===== src/rtl/unidad_riesgos_adelanto.sv =====
// Hazard and forwarding unit for the five-stage pipeline: EX operand forwarding,
// load-use and HI/LO interlocks, multiply/divide scoreboard and a stall-cycle counter.
module unidad_riesgos_adelanto #(
    parameter int REG_AW   = 5,
    parameter int MD_LAT   = 4,
    parameter int STALL_CW = 16
) (
    input  logic                clk,
    input  logic                reset_n,
    input  logic [REG_AW-1:0]   id_rs,
    input  logic [REG_AW-1:0]   id_rt,
    input  logic                id_uses_rs,
    input  logic                id_uses_rt,
    input  logic                id_uses_hilo,
    input  logic                id_is_muldiv,
    input  logic [REG_AW-1:0]   ex_rs,
    input  logic [REG_AW-1:0]   ex_rt,
    input  logic [REG_AW-1:0]   ex_rd,
    input  logic                ex_mem_read,
    input  logic                ex_muldiv_start,
    input  logic [REG_AW-1:0]   mem_rd,
    input  logic [REG_AW-1:0]   wb_rd,
    input  logic                mem_reg_write,
    input  logic                wb_reg_write,
    input  logic                flush,
    input  logic                stall_clr,
    output logic [1:0]          fwd_a,
    output logic [1:0]          fwd_b,
    output logic                stall_if,
    output logic                bubble_ex,
    output logic                md_busy,
    output logic [STALL_CW-1:0] stall_count
);

    localparam int MD_W = $clog2(MD_LAT + 1);
    localparam logic [MD_W-1:0] MD_LOAD = MD_W'(MD_LAT);

    logic [MD_W-1:0]     md_cnt_q, md_cnt_d;
    logic [STALL_CW-1:0] stall_count_q, stall_count_d;
    logic [1:0]          fwd_sel [2];
    logic                load_use;
    logic                hilo_hazard;
    logic                stall;

    // Operand 0 is A (ex_rs), operand 1 is B (ex_rt); MEM has priority over WB.
    for (genvar gi = 0; gi < 2; gi++) begin : g_fwd
        logic [REG_AW-1:0] src;
        assign src = (gi == 0) ? ex_rs : ex_rt;

        always_comb begin
            fwd_sel[gi] = 2'b00;
            if (mem_reg_write && (mem_rd == src) && (mem_rd != '0)) begin
                fwd_sel[gi] = 2'b10;
            end else if (wb_reg_write && (wb_rd == src) && (wb_rd != '0)) begin
                fwd_sel[gi] = 2'b01;
            end
        end
    end

    assign fwd_a = fwd_sel[0];
    assign fwd_b = fwd_sel[1];

    always_comb begin
        load_use      = ex_mem_read && (ex_rd != '0) &&
                        ((id_uses_rs && (ex_rd == id_rs)) ||
                         (id_uses_rt && (ex_rd == id_rt)));
        hilo_hazard   = (id_uses_hilo || id_is_muldiv) &&
                        (ex_muldiv_start || (md_cnt_q != '0));
        // A squashed ID instruction never needs an interlock.
        stall         = (load_use || hilo_hazard) && !flush;

        md_cnt_d = md_cnt_q;
        if (ex_muldiv_start) begin
            md_cnt_d = MD_LOAD;
        end else if (md_cnt_q != '0) begin
            md_cnt_d = md_cnt_q - MD_W'(1);
        end

        stall_count_d = stall_count_q;
        if (stall_clr) begin
            stall_count_d = '0;
        end else if (stall && (stall_count_q != '1)) begin
            stall_count_d = stall_count_q + STALL_CW'(1);
        end
    end

    always_ff @(posedge clk or negedge reset_n) begin
        if (!reset_n) begin
            md_cnt_q      <= '0;
            stall_count_q <= '0;
        end else begin
            md_cnt_q      <= md_cnt_d;
            stall_count_q <= stall_count_d;
        end
    end

    assign stall_if    = stall;
    assign bubble_ex   = stall;
    assign md_busy     = (md_cnt_q != '0);
    assign stall_count = stall_count_q;

endmodule


===== config.mk =====
export PLATFORM = sky130hd
export DESIGN_NAME = unidad_riesgos_adelanto
export DESIGN_NICKNAME = d
export VERILOG_FILES = /design/src/rtl/unidad_riesgos_adelanto.sv
export SDC_FILE = /design/constraint.sdc
export NUM_CORES = 1
export LEC_CHECK = 0
export ABC_AREA = 1
export CORE_MARGIN = 5
export CORE_UTILIZATION = 45
export CTS_BUF_LIST = sky130_fd_sc_hd__clkbuf_4
export DETAILED_ROUTE_END_ITERATION = 6
export PLACE_DENSITY = 0.9
export SETUP_SLACK_MARGIN = 0.05
export SYNTH_ARGS = -nofsm -noshare
export SYNTH_HDL_FRONTEND = slang
export SYNTH_SLANG_ARGS = --single-unit

===== constraint.sdc =====
create_clock -name clk -period 2.5 [get_ports clk]
set_clock_uncertainty 0.1 [all_clocks]
set_input_delay 0.75 -clock clk [delete_from_list [all_inputs] [get_ports clk]]
set_output_delay 0.75 -clock clk [all_outputs]
set_load 0.01 [all_outputs]

==> results.sh <==
export IMPL_final_cell_mix="nand2_1 (79), nor2_1 (35), nand3_1 (27)"
export IMPL_worstHoldPathType="flop to flop"
export IMPL_synth_ff_latch_count=19
export IMPL_drtAntennaViolNets=0
export IMPL_cts_root_buffer_cell="clkbuf_4"
export IMPL_fp_coreArea_mm2=0.003716
export IMPL_wire_per_inst_um=13.37
export IMPL_cts_tree="yes"
export IMPL_timing_slew_headroom_pct=73.25
export IMPL_cp_end_kind="output port"
export IMPL_synth_yosys_seq_area_share_pct=26.95
export IMPL_hpwl_um=4238
export IMPL_overflow=0
export IMPL_yosysTopAreaCell="dfrtp_1"
export IMPL_worst_r2r_cell_count=12
export IMPL_final_nets=418
export IMPL_start_util_pct=47.47
export IMPL_finalCoreUtilization_pct=72.53
export IMPL_drc_errors=0
export IMPL_clockBufferDepth=2
export IMPL_yosys_top_cells_area="dfrtp_1 (27%), nand2_1 (18%), inv_1 (8.1%)"
export IMPL_multi_input_area_mm2=0.001171
export IMPL_die_x_um=72.62
export IMPL_drt_iter0_markers=60
export IMPL_dieArea_mm2=0.005273
export IMPL_area_growth_pct=52.77
export IMPL_fin_cells=415
export IMPL_route_vias_total=2108
export IMPL_synth_avg_cell_area_um2=6.369
export IMPL_drive_above_1_share_pct=28.34
export IMPL_diodes=0
export IMPL_wirelength_um=5549
export IMPL_postSynthCellCount=277
export IMPL_synth_enable_flop_cells=0
export IMPL_status="finished, violations left"
export IMPL_min_period_ns=2.617
export IMPL_critPathRequiredTime_ns=1.65
export IMPL_clk_pin_slew_ns=0.11
export IMPL_p_leak_nw=1.369
export IMPL_cts_htree_levels=1
export IMPL_first_pass_iters=4
export IMPL_synthFlopType="dfrtp_1"
export IMPL_vias_per_cell=5.080
export IMPL_min_period_over_period_pct=104.7
export IMPL_fill_cells=307
export IMPL_worst_pin_slew_ns=0.3982
export IMPL_antenna_found_initial=0
export IMPL_rows=22
export IMPL_synth_distinct_cells=28
export IMPL_yosys_area_top_type_share_pct=26.95
export IMPL_insertion_delay_ns=0.32
export IMPL_synth_warnings=0
export IMPL_synth_async_reset_ratio_pct=100.0
export IMPL_arrival_ns=1.77
export IMPL_hold_viol_final=0
export IMPL_setup_viol=4
export IMPL_setup_tns_final_ns=-0.3197
export IMPL_final_common_cell="nand2_1"
export IMPL_cts_sinks=19
export IMPL_violations="setup timing"
export IMPL_powerDensity_mw_per_mm2=352.7
export IMPL_final_setup_worst_slack_ns=-0.1167
export IMPL_worstPathMaxFanout=2
export IMPL_slew_viol_final=0
export IMPL_grt_pass1_vias=2069
export IMPL_grt_max_degree=20
export IMPL_grt_pass1_wl_um=9183
export IMPL_ff_latch_area_um2=475.5
export IMPL_peakVddDrop_uv=373.6
export IMPL_max_cap_violations=0
export IMPL_startpoint_type="primary input"
export IMPL_max_freq_ghz=0.3822
export IMPL_rsz0062_at_grt="true"
export IMPL_hold_buffers=0
export IMPL_port_buffers=69
export IMPL_io_pins=70
export IMPL_worstSetupPathType="primary input to output port"
export IMPL_hold_depth=2
export IMPL_die_h_um=72.62
export IMPL_track_usage_pct=21.69
export IMPL_gp_congestion=0.8738
export IMPL_synth_nets=327
export IMPL_numPlacedInstances=406
export IMPL_power_w=0.0009505
export IMPL_syn_area_mm2=0.001764
export IMPL_cts_buffers=3
through the flow:
step                setup WS (ns)  hold WS, ns  area, um^2
finish                    -0.1167       0.4026        2695
global route              -0.2057       0.4764        2695
CTS                       -0.1548       0.4114        2618
floorplan                 0.07473       0.3517        1783
detailed placement        -0.9084       0.3839        2623
global placement          -0.8596       0.3723        2623
worst max-delay path, stage by stage:
cell	delay (ns)
buf_8	0.10
xor2_1	0.15
nor2_1	0.12
nand4_1	0.12
nor4_2	0.32
nor2_1	0.06
buf_2	0.15
cell type report:
| class | instances | area share, % |
|---|---|---|
| well taps | 48 | 2.228 |
| flip-flops and latches | 19 | 17.64 |
| clock buffers | 3 | 0.8357 |
| inverters | 39 | 5.617 |
| clock inverters | 1 | 0.1857 |
| multi-input cells | 213 | 43.45 |
| repair buffers | 92 | 30.04 |
routing by layer:
layer	vias up	global-route usage, %	part of all wire, %
met3	10	1.928	6.1
li1	1052	-	-
met1	971	28.68	44
met5	-	0	0
met4	0	6.762	1.8
met2	75	37.27	48
cells in the mapped netlist (all sizes together), types with 3 or more instances:
library cell	count
a21oi	5
buf	5
dfrtp	19
ha	3
inv	38
nand2	89
nand3	29
nand4	3
nor2	39
nor3	8
nor4	4
o21ai	7
xnor2	5
xor2	14
cells by family (layout without fill, tap and decap cells):
kind of cell,after synthesis,in the layout,synth area share [%]
DFF,19,19,26.95
adders and majority gates,3,3,2.128
AOI/OAI and AO/OA,17,17,5.390
buffers and inverters,45,135,10.92
xor gates and xnor gates,19,19,9.433
and+or+nand+nor,174,174,45.18
what timing repair did:
item / in CTS / in global routing
endpoints found under the setup margin: 7 / 6
setup buffers: 4 / 1
resized for setup: 206 / 28
pin swaps: 48 / 33
state kept, by name, indices dropped and copies added, names as in the netlist:
signal / cells
md_cnt_q: 3
stall_count: 16
path summary, 6_finish.rpt:
kind | slack (ns) | to | from
worst max-delay path | -0.12 | fwd_a[0] | ex_rs[2]
worst min-delay path | 0.40 | md_cnt_q[1]$_DFFE_PN0P_ | md_cnt_q[1]$_DFFE_PN0P_
worst max register to register | 0.51 | stall_count[2]$_DFFE_PN0P_ | stall_count[0]$_DFFE_PN0P_
worst min register to register | 0.40 | md_cnt_q[1]$_DFFE_PN0P_ | md_cnt_q[1]$_DFFE_PN0P_
max in group asynchronous | 1.43 | md_cnt_q[0]$_DFFE_PN0P_ | reset_n
min in group asynchronous | 0.64 | stall_count[8]$_DFFE_PN0P_ | reset_n
power by group:
group / total [W] / leakage, nW / internal (W) / switching [W]
Clock: 0.000170 / 0.0177 / 0.0000600 / 0.000110
Sequential: 0.000358 / 0.257 / 0.000337 / 0.0000209
Combinational: 0.000423 / 1.09 / 0.000216 / 0.000207
Total: 0.000951 / 1.37 / 0.000613 / 0.000338
(Power assumes the default switching activity.)
